$ cat src/rtl/load_store_unit.sv
// Load/store unit between the execute stage and data_mem.
// Accepts one request per req_valid/req_ready handshake, rejects illegal or
// misaligned requests without touching memory, otherwise drives data_mem for
// exactly one cycle and returns the (already extended) load data through a
// resp_valid/resp_ready channel.
//
// Ports
//   clk, rst_n                      clock, asynchronous active-low reset
//   req_valid/req_ready             request handshake (ready only in IDLE)
//   req_we, req_funct3              store flag, RV32I width/sign code
//   req_addr, req_wdata             byte address, right-aligned store data
//   resp_valid/resp_ready           response handshake
//   resp_rdata, resp_err            load result (0 for stores/errors), error flag
//   mem_wr_en, mem_funct3           data_mem write enable and width code
//   mem_addr, mem_wdata             data_mem address and write data
//   mem_rd_data                     data_mem combinational, extended read data
module load_store_unit #(
   parameter int unsigned ADDR_WIDTH = 32,
   parameter int unsigned DATA_WIDTH = 32
) (
   input  logic                  clk,
   input  logic                  rst_n,
   input  logic                  req_valid,
   output logic                  req_ready,
   input  logic                  req_we,
   input  logic [2:0]            req_funct3,
   input  logic [ADDR_WIDTH-1:0] req_addr,
   input  logic [DATA_WIDTH-1:0] req_wdata,
   output logic                  resp_valid,
   input  logic                  resp_ready,
   output logic [DATA_WIDTH-1:0] resp_rdata,
   output logic                  resp_err,
   output logic                  mem_wr_en,
   output logic [2:0]            mem_funct3,
   output logic [ADDR_WIDTH-1:0] mem_addr,
   output logic [DATA_WIDTH-1:0] mem_wdata,
   input  logic [DATA_WIDTH-1:0] mem_rd_data
);

   typedef enum logic [1:0] {
      IDLE   = 2'd0,
      ACCESS = 2'd1,
      RESP   = 2'd2
   } state_t;

   state_t state;
   logic   cap_we;
   logic   illegal_c;
   logic   misaligned_c;

   // Classify the incoming request from the live req_* inputs.
   always_comb begin
      illegal_c    = 1'b0;
      misaligned_c = 1'b0;
      if (req_we) begin
         illegal_c = (req_funct3 != 3'b000) && (req_funct3 != 3'b001) &&
                     (req_funct3 != 3'b010);
      end else begin
         illegal_c = (req_funct3 == 3'b011) || (req_funct3 == 3'b110) ||
                     (req_funct3 == 3'b111);
      end
      if (req_funct3[1:0] == 2'b01) begin
         misaligned_c = req_addr[0];
      end else if (req_funct3[1:0] == 2'b10) begin
         misaligned_c = (req_addr[1:0] != 2'b00);
      end
   end

   // Request/access/response sequencing with registered outputs.
   always_ff @(posedge clk or negedge rst_n) begin
      if (!rst_n) begin
         state      <= IDLE;
         cap_we     <= 1'b0;
         req_ready  <= 1'b1;
         resp_valid <= 1'b0;
         resp_err   <= 1'b0;
         resp_rdata <= '0;
         mem_wr_en  <= 1'b0;
         mem_funct3 <= 3'b000;
         mem_addr   <= '0;
         mem_wdata  <= '0;
      end else begin
         case (state)
            IDLE: begin
               if (req_valid) begin
                  cap_we     <= req_we;
                  mem_funct3 <= req_funct3;
                  mem_addr   <= req_addr;
                  mem_wdata  <= req_wdata;
                  req_ready  <= 1'b0;
                  if (illegal_c || misaligned_c) begin
                     // Bad requests skip ACCESS so memory is never touched.
                     state      <= RESP;
                     resp_valid <= 1'b1;
                     resp_err   <= 1'b1;
                     resp_rdata <= '0;
                  end else begin
                     state     <= ACCESS;
                     mem_wr_en <= req_we;
                  end
               end
            end
            ACCESS: begin
               state      <= RESP;
               mem_wr_en  <= 1'b0;
               resp_valid <= 1'b1;
               resp_err   <= 1'b0;
               resp_rdata <= cap_we ? '0 : mem_rd_data;
            end
            RESP: begin
               if (resp_ready) begin
                  state      <= IDLE;
                  resp_valid <= 1'b0;
                  req_ready  <= 1'b1;
               end
            end
            default: begin
               state      <= IDLE;
               mem_wr_en  <= 1'b0;
               resp_valid <= 1'b0;
               req_ready  <= 1'b1;
            end
         endcase
      end
   end

endmodule

$ cat config.mk
export PLATFORM = sky130hd
export DESIGN_NAME = load_store_unit
export DESIGN_NICKNAME = d
export VERILOG_FILES = /design/src/rtl/load_store_unit.sv
export SDC_FILE = /design/constraint.sdc
export NUM_CORES = 1
export LEC_CHECK = 0
export CAP_MARGIN = 20
export CORE_UTILIZATION = 40
export DETAILED_ROUTE_END_ITERATION = 7
export PLACE_DENSITY = 0.86
export SYNTH_ARGS = -nofsm -noshare
export SYNTH_HDL_FRONTEND = slang
export SYNTH_SLANG_ARGS = --single-unit
$ cat constraint.sdc
create_clock -name clk -period 1.74 [get_ports clk]
set_clock_uncertainty 0.05 [all_clocks]
set_input_delay 0.348 -clock clk [delete_from_list [all_inputs] [get_ports clk]]
set_output_delay 0.348 -clock clk [all_outputs]
set_load 0.1 [all_outputs]
* After elaboration in Yosys (flattened, before gate mapping)
Cells that the tools add are included.
Word-level totals: flip-flop bits (word level) 106, input bits 104, output and inout bits 103, word-level logic and storage cells 62
Cells by class: equal/unequal tests 13, mux-type cells 22, bitwise operators 2, reduce and logical (&&, ||, !) cells 15
Operator list (count):
- $mux W32 | 3
- $pmux W32 S2 | 1
- $reduce_and A3 Y1 | 4
- $mux W1 | 10
- $ne A2 B2 Y1 const B | 4
- $eq A3 B3 Y1 const B | 2
- $mux W2 | 3
- $pmux W1 S3 | 2
- $pmux W2 S3 | 1
- $eq A2 B1 Y1 const B | 2
- $eq A2 B2 Y1 const B | 2
- $pmux W1 S2 | 2
- $reduce_and A2 Y1 | 2
- $reduce_bool A2 Y1 | 2
- $eq A3 B2 Y1 const B | 1
- $logic_or A1 B1 Y1 | 3
- $ne A3 B1 Y1 const B | 1
- $ne A3 B2 Y1 const B | 1
- $reduce_bool A3 Y1 | 1
- $logic_and A1 B1 Y1 | 2
- $logic_not A2 Y1 | 1
- $not A1 Y1 | 2

* Longest topological paths before layout
word-level depth 8, mapped depth 6, mapped depth without buffers 3

* Least setup slack after synthesis
Ideal clock, no wire load.
path kind reg-to-reg, start point register state[1], end point register resp_rdata[0], setup time 120 ps, arrival 1409 ps, data required time 1570 ps, path slack 161 ps, cell stages (with the launch flop) 6, path buffers 2, period minus slack after synthesis 1579 ps, cell sequence dfrtp_1 > nand2b_4 > or3_1 > buf_4 > buf_6 > a31o_1
On the way: longest elaborated chain between the ends 3, elaborated cells on any way between the ends 7, classes of those cells eq/ne (3); mux (1); reduce/logical (3)
Ends and longest elaborated chain:
- from (decl) | line 46 | state_t state;
- from (signal assigned) | line 72 | state <= IDLE;
- from (signal assigned) | line 93 | state <= RESP;
- from (signal assigned) | line 98 | state <= ACCESS;
- $eq A2 B1 Y1 or $logic_not A2 Y1 (tied branches) | line 83 | case (state)
- $reduce_bool A2 Y1 (no source line) or $ne A2 B2 Y1 (tied branches)
- $reduce_and A3 Y1 (no source line)
- to (signal assigned) | line 108 | resp_rdata <= cap_we ? '0 : mem_rd_data;
- to (decl) | line 31 | output logic [DATA_WIDTH-1:0] resp_rdata,
Several ways; a longest one is shown, not always the timed one. A chain may end at the register's enable or synchronous reset.

* Worst setup path in the final report
start point input port req_funct3[2], end point register resp_rdata[26]
On the way: longest elaborated chain between the ends 7, elaborated cells on any way between the ends 14, classes of those cells eq/ne (6); mux (1); reduce/logical (7)
Ends and longest elaborated chain:
- from (decl) | line 26 | input logic [2:0] req_funct3,
- $eq A3 B2 Y1, or another cell as far along | line 59 | illegal_c = (req_funct3 == 3'b011) || (req_funct3 == 3'b110) ||
- $logic_or A1 B1 Y1 or $logic_and A1 B1 Y1 (tied branches) (2 in series) | line 59, 56
- $mux W1 * | line 55 | if (req_we) begin
- $logic_or A1 B1 Y1 * | line 91 | if (illegal_c || misaligned_c) begin
- $ne A2 B2 Y1 (no source line) *
- $reduce_and A3 Y1 (no source line) *
Every way passes the cells marked *; elsewhere a longest branch is shown, timed or not.

==> run metrics <==
FP Rows=37; Worst R2R End=resp_rdata[26]; area share of the leading cell type in the synthesized netlist=0.623; Worst setup EP type=register; GRT Total Usage=0.219; Crit Reg-Reg Startpoint=state[1]; wire length of the first global-routing pass=18.6 mm; shortest clock period the worst path allows after layout=1.68 ns; clock edge transition at the registers on the reported setup and hold paths=0.09 ns; max-slew violations=0; Fmax=594 MHz; count of antenna-violating nets left after detailed routing=0; pwr dens=1980 nW/um2; internal reg-to-reg setup slack=0.15 ns; Unique masters post-synth=27; net count after synthesis=388; routed via count divided by cell count=5.07; fin nets=594; most frequent cells in the layout=108 x buf_12, 105 x dfrtp_1, 102 x clkdlybuf4s50_1; starting density of the core=0.410; number of storage elements in the synthesis netlist=106; Yosys warning count=0; Placed Cells=615; Worst VDD drop=1.34 mV; core area=10,300 um2; synthesized area=4220 um2; Synth area leaders=dfrtp_1 62%, mux2_2 18%, a31o_1 5.8%; slew at the pin with the worst max-slew slack=0.553 ns; Die Outline Area=11,000 um2; Maximum Capacitance Violations=0; clock tree from TritonCTS=built; area of all sequential standard cells=2650 um2; run status=complete, but fails checks; average detailed-routed wire length per instance=17.8 um; Boundary Pins=207; leakage dissipation=3.30 nW; number of detailed-route iterations in the first pass=4; Diodes inserted=0; final critical-path share of the clock period=0.968; Min Hold Slack=-0.0117 ns; post-synthesis cell count=284; area leader, netlist=dfrtp_1; root buffer cell=clkbuf_8; number of cells in the finished layout apart from fillers=631; Final Hold Viols=5; post-synthesis to final-layout area growth=84.0%; count of filler cells inserted in the layout=625; maximum number of pins on one net before global-route repair=107; number of cells traversed by the worst register-to-register path=4; level count of the clock H-tree=3; Relative slew margins=0.631; source-to-sink clock delay at the later pin of the worst-skew pair=0.36 ns; maximum fanout along the worst path=34; Hold Path Class=input port to async pin; Post-CTS Hold Fix Bufs=0; Mapped Avg Cell Area=14.9 um2; most common cell after layout, fill and taps aside=buf_12; via count of the first global-routing pass=3,666; DRC violation total after the first TritonRoute iteration=97; count of vias placed by the detailed router=3,199; setup repair after global routing missed its margin=false; proportion of synthesized chip area in sequential cells=0.629; fraction of layout cells with a size suffix above 1=0.418; antenna violations before repair=0; crit path DAT=1.88 ns; multi-input gate area in the final layout=1440 um2; number of resized instances in the post-cts repair step=0; Total Routed Length=11.2 mm; Longest Clk Path Bufs=2; Die Ht=105 um; end-of-flow core utilization=0.755; IO Port Bufs=206; # setup viols final=0; grt total ovfl=0; drc violations=0; width of the chip=105 um; CTS buffer count=9; crit path launch type=input port; routability cong.=0.764; violated checks=hold timing; required time worst endpoint=1.94 ns; Setup Fix Bufs, Post-CTS=0; clock sink count=106; critical path class=input port to register; HPWL reported at the end of detailed placement=8.44 mm
[sequential cells by signal (all words and copies together), names as in the netlist]
name        cells
state           2
resp_rdata     32
resp_valid      1
resp_err        1
cap_we          1
mem_funct3      3
mem_addr       32
mem_wdata      32
req_ready       1
mem_wr_en       1
[worst max path at each step]
stage | from | endpoint | slack, ns | depth (start not counted)
5_1_grt | req_funct3[2] | resp_rdata[26] | 0.01 | 5
2_1_floorplan | state[1] | resp_rdata[0] | 0.16 | 5
6_report | req_funct3[2] | resp_rdata[26] | 0.06 | 5
4_1_cts | req_funct3[2] | resp_rdata[26] | 0.08 | 5
3_5_place_dp | req_funct3[2] | resp_rdata[26] | -0.31 | 5
3_3_place_gp | req_funct3[2] | resp_rdata[24] | -0.26 | 5
[synthesized netlist by cell type]
cell,n
nor2_1,2
nand2_1,3
nand2b_4,1
or3_1,1
dfrtp_1,105
clkbuf_1,9
o21bai_1,1
nor4_1,2
nor3b_1,32
buf_4,3
nor2_2,1
buf_6,3
a31o_2,4
a31o_1,28
buf_2,7
o21a_1,2
nand2b_1,2
a21oi_1,1
a21o_1,1
buf_1,1
o21ai_0,2
nor2b_1,1
a221oi_1,1
mux2_2,68
dfstp_2,1
o22a_1,1
mux2i_1,1
[power breakdown]
group          total (mW)  leakage, nW  internal, mW  switching (mW)
clock network        1.83        0.123          1.04           0.797
registers            3.95         1.30          3.17           0.786
logic                9.56         1.87          3.50            6.06
[stage by stage]
stage / total power [mW] / setup TNS [ns] / area [um2] / worst slack [ns] / hold slack [ns]
floorplan: 9.59 / 0 / 4220 / 0.161 / 0.00241
global placement: 13.4 / -16.07 / 7510 / -0.257 / 0.411
detailed placement: 13.6 / -19.77 / 7510 / -0.313 / 0.422
CTS: 15.5 / 0 / 7760 / 0.0840 / 0.00772
global route: 15.8 / 0 / 7760 / 0.00986 / 0.0418
finish: 15.3 / 0 / 7760 / 0.0560 / -0.0117
[layer usage]
metal,share of wire,track usage,up-vias
li1,-,-,1443
met3,0.077,0.0699,29
met5,0,0,-
met4,0.032,0.101,0
met1,0.37,0.241,1573
met2,0.52,0.383,154
[area by class of cell]
type / instances / share of cell area
Clock buffer: 12 / 0.0200
Clock inverter: 4 / 0.0126
Multi-Input combinational cell: 155 / 0.186
Sequential cell: 106 / 0.342
Tap cell: 136 / 0.0219
Timing Repair Buffer: 218 / 0.418
[logic make-up after synthesis]
logic type      Yosys count  share of synthesized area
compound gates           41                     0.0813
mux                      69                      0.184
buf+inv                  23                     0.0306
flops                   106                      0.629
simple gates             45                     0.0751
[critical path: stages]
cell             delay (ns)
clkdlybuf4s50_1        0.53
a221oi_1               0.14
or3_1                  0.41
buf_12                 0.19
a31o_2                 0.26
Power figures use the tool's default switching activity.
==> patch 1, RTL diff (config.mk and constraints unchanged) <==
Encoding of `state_t`: now one-hot (3 bits for 3 states).
--- a/src/rtl/load_store_unit.sv
+++ b/src/rtl/load_store_unit.sv
@@ -37,10 +37,10 @@
    input  logic [DATA_WIDTH-1:0] mem_rd_data
 );
 
-   typedef enum logic [1:0] {
-      IDLE   = 2'd0,
-      ACCESS = 2'd1,
-      RESP   = 2'd2
+   typedef enum logic [2:0] {
+      IDLE   = 3'b001,
+      ACCESS = 3'b010,
+      RESP   = 3'b100
    } state_t;
 
    state_t state;
Formal check against the unedited RTL: no difference found for any inputs over 4 cycles, from zero or initial values and one cycle with rst_n low; so few cycles prove little.
==> patch 1 against the unedited design <==
- the flow still finishes with violations (negative hold slack)
- sequential cell count up 1
- cell area down 1.8%
- wire length up 12%
- critical path depth up 1
- register-to-register slack worse by 0.06 ns
- setup slack better by 0.032 ns
- global-route usage up 2.5 points
- area after synthesis down 3.6%
Power is left out: the tool's default activity adds up to more than one toggle a clock period on the data nets, which glitch-free logic cannot reach.
==> patch 1: results (changes against the unedited design) <==
outcome finished, violations left (unchanged); failing checks negative hold slack (unchanged); DR vias/cell 4.87 (was 5.07); critical path data arrival time 1.91 ns (was 1.88 ns); final hold vios 3 (was 5); ANT cells 0 (unchanged); Setup crit end mem_addr[11] (was resp_rdata[26]); post-DP HPWL 9.48 mm (was 8.44 mm); Synth Area in Compound Gates 0.0892 (was 0.0813); RD Place Congestion 0.786 (was 0.764); R2R Setup Slk 0.09 ns (was 0.15 ns); reg-to-reg critical path endpoint mem_addr[11] (was resp_rdata[26]); post-synthesis sequential area ratio 0.659 (was 0.629); top post-synthesis cells by area dfrtp_1, nand2_1, a22o_1 (was dfrtp_1, mux2_2, a31o_1); Fin Hold WS -0.00789 ns (was -0.0117 ns); mux cell area share after synthesis 0 (was 0.184); worst reg2reg path depth 6 (was 4); CP startpoint state[0] (was req_funct3[2]); share of flip-flops with an asynchronous set or reset 1.00 (unchanged); synth cell count leaders nand2_1, dfrtp_1, a22o_1 (was dfrtp_1, mux2_2, nor3b_1); DRT Wirelength 12.5 mm (was 11.2 mm); Total GRT Usage 0.243 (was 0.219); Clock transition at path regs 0.09 ns (about the same); layout cell share with drive strength beyond 1 0.235 (was 0.418); Worst Tran Pin Value 0.565 ns (was 0.553 ns); Post-DP Area 7400 um2 (was 7510 um2); largest net degree at the start of global routing 108 (was 107); Distinct cells, synth 30 (was 27); critical path peak fanout 44 (was 34); syn_nets 499 (was 388); number of global-route vias before repair 3892 (was 3666); drt initial violations 111 (was 97)
==> patch 1: metrics by stage <==
| step | setup TNS, ns | hold WS [ns] | worst slack (ns) | util | instances |
|---|---|---|---|---|---|
| CTS | 0 | 0.0219 | 0.0879 | 0.776 | 746 |
| global route | -0.00964 | 0.0403 | -0.00799 | 0.776 | 746 |
| floorplan | 0 | 0.00241 | 0.262 | - | 395 |
| finish | 0 | -0.00789 | 0.0879 | 0.776 | 746 |
| global placement | -7.88 | 0.409 | -0.237 | 0.754 | 729 |
| detailed placement | -12.24 | 0.413 | -0.386 | 0.754 | 729 |
==> patch 1: worst min-delay path by stage <==
stage	start	to	depth (start not counted)
6_report	rst_n	resp_rdata[31]	2
5_1_grt	rst_n	resp_rdata[11]	2
4_1_cts	rst_n	resp_rdata[31]	2
3_5_place_dp	rst_n	resp_rdata[31]	2
3_3_place_gp	rst_n	resp_rdata[20]	2
2_1_floorplan	rst_n	cap_we	0
==> patch 1: area by class of cell <==
class | instances | area (um2)
Clock inverter | 1 | 30.0
Fill cell | 613 | 2200
Inverter | 1 | 3.75
Clock buffer | 15 | 176
Tap cell | 133 | 166
Multi-Input combinational cell | 267 | 1280
Timing Repair Buffer | 222 | 3290
Sequential cell | 107 | 2680
==> patch 1: timing repair <==
item | 4_1_cts | 5_1_grt
endpoints found under the setup margin | 32 | 7
cloned | 1 | 0
gates resized for setup | 2 | 1
==> patch 1: metal layers <==
layer	part of all wire	GRT usage
met4	0.020	0.0791
met1	0.35	0.256
met3	0.097	0.0963
met5	0	0
met2	0.53	0.444
==> patch 1: kinds of logic (layout without fill, tap and decap cells) <==
family | Yosys count | after routing
buffers and inverters | 22 | 239
and+or+nand+nor | 224 | 225
AOI/OAI and AO/OA | 42 | 42
DFF | 107 | 107
==> patch 1: worst max-delay path, cell delays in order, from the launching register on <==
cell	delay [ns]
dfstp_2	0.53
buf_4	0.11
nor3b_2	0.26
and2_4	0.24
buf_12	0.21
nand2_1	0.10
nand2_1	0.08
==> patch 2, RTL diff (same flow settings) <==
Made on the original files. The parameter `DATA_WIDTH` goes from 32 to 36.
--- a/src/rtl/load_store_unit.sv
+++ b/src/rtl/load_store_unit.sv
@@ -16,7 +16,7 @@
 //   mem_rd_data                     data_mem combinational, extended read data
 module load_store_unit #(
    parameter int unsigned ADDR_WIDTH = 32,
-   parameter int unsigned DATA_WIDTH = 32
+   parameter int unsigned DATA_WIDTH = 36
 ) (
    input  logic                  clk,
    input  logic                  rst_n,
Interface: changed (resized mem_rd_data, mem_wdata, req_wdata and resp_rdata); port bits go from 207 to 223. No check against the original RTL was run, so the function may have changed too.
==> patch 2 against the unedited design <==
- the run still ends with negative hold slack left
- via count grew 9.6%
- utilization is 4.1 points higher
- largest power group unchanged
- total power grew 19%
- largest cell class unchanged
- sequential cell count up 8
- cell area grew 13%
- wire length grew 22%
- area after synthesis up 8.4%
- sequential share of layout area fell by 1.5 points
- setup slack improved by 0.080 ns
==> patch 2: results (changes against the unedited design) <==
synth cell count leaders dfrtp_1, mux2_2, nor3b_1 (unchanged); biggest registers after layout mem_wdata (36), resp_rdata (36), mem_addr (32) (was mem_addr (32), mem_wdata (32), resp_rdata (32)); Total GRT Usage 0.243 (was 0.219); largest net degree at the start of global routing 115 (was 107); Synth Area in Compound Gates 0.0826 (was 0.0813); Tmin final 1.60 ns (was 1.68 ns); reg-to-reg critical path endpoint resp_rdata[14] (was resp_rdata[26]); mux cell area share after synthesis 0.179 (was 0.184); initial core utilization 0.416 (was 0.410); seq_cells 114 (was 106); fill cell count 582 (was 625); CP startpoint req_funct3[0] (was req_funct3[2]); final hold vios 39 (was 5); final net count 648 (was 594); critical path's largest stage delay 0.54 ns; CTS Buf Count 17 (was 9); RD Place Congestion 0.736 (was 0.764); fraction of area in multi-input gates 0.179 (was 0.186); post-DP HPWL 9.73 mm (was 8.44 mm); first-pass GRT wire length 21.0 mm (was 18.6 mm); Post-DP Area 8100 um2 (was 7510 um2); clk cell area share 0.0729 (was 0.0326); post-place setup slack -0.277 ns (was -0.313 ns); Finished Layout Cells 689 (was 631); Post-CTS Resized 0 (unchanged); number of global-route vias before repair 3885 (was 3666); vias 3507 (was 3199); ANT cells 0 (unchanged); critical path peak fanout 32 (was 34); Distinct cells, synth 28 (was 27); Fin Hold WS -0.0314 ns (was -0.0117 ns); layout cell share with drive strength beyond 1 0.463 (was 0.418); post-synthesis sequential area ratio 0.624 (was 0.629); drt initial violations 111 (was 97); wire per inst 19.9 um (was 17.8 um); H-tree depth reported by CTS 4 (was 3); Root Buffer Master clkbuf_16 (was clkbuf_8); Worst R2R Start state[0] (was state[1]); Worst Tran Pin Value 0.609 ns (was 0.553 ns); Non-clock buffers 236 (was 218); Setup crit end resp_rdata[33] (was resp_rdata[26]); Data buffer area share 0.402 (was 0.418); failing checks negative hold slack (unchanged); clk_lat worst skew 0.41 ns (was 0.36 ns); Seq/total area 0.327 (was 0.342); Primary FF master, synth dfrtp_1 (unchanged); placed cell count 657 (was 615); syn_nets 417 (was 388); Avg Inst Size Synth 15.0 um2 (was 14.9 um2); worst vdd ir 1490 uV (was 1340 uV); top post-synthesis cells by area dfrtp_1, mux2_2, nor3b_1 (was dfrtp_1, mux2_2, a31o_1); clock buf count 19 (was 12); critical path data arrival time 1.85 ns (was 1.88 ns); Clock transition at path regs 0.05 ns (was 0.09 ns); outcome finished, violations left (unchanged); chip width 109 um (was 105 um); Leak 0.00373 uW (was 0.00330 uW); comb_multi_in 167 (was 155)
[patch 2: cell types whose count changed after synthesis, moves of 3 or more]
cell / before / now
nor3b_1: 32 / 36
a31o_1: 28 / 18
dfrtp_1: 105 / 113
buf_2: 7 / 4
mux2_2: 68 / 72
buf_6: 3 / 8
a31o_2: 4 / 18
[patch 2: metrics by stage]
| stage | utilization | hold slack (ns) |
|---|---|---|
| 3_3_place_gp | 0.738 | 0.421 |
| 3_5_place_dp | 0.738 | 0.434 |
| 6_report | 0.796 | -0.0314 |
| 2_1_floorplan | - | 0.00241 |
| 5_1_grt | 0.796 | 0.0249 |
| 4_1_cts | 0.796 | 0.00437 |
[patch 2: metal layers]
metal,track usage,share of wire,wire length [um]
met5,0,0,0
met4,0.109,0.026,351
met3,0.0926,0.089,1210
met2,0.424,0.53,7290
met1,0.260,0.35,4860
[patch 2: where the power goes]
part           internal, uW  leakage, uW  switching (uW)
sequential             3410      0.00141             885
combinational          3760      0.00203            6520
clock                  2460     0.000293            1230
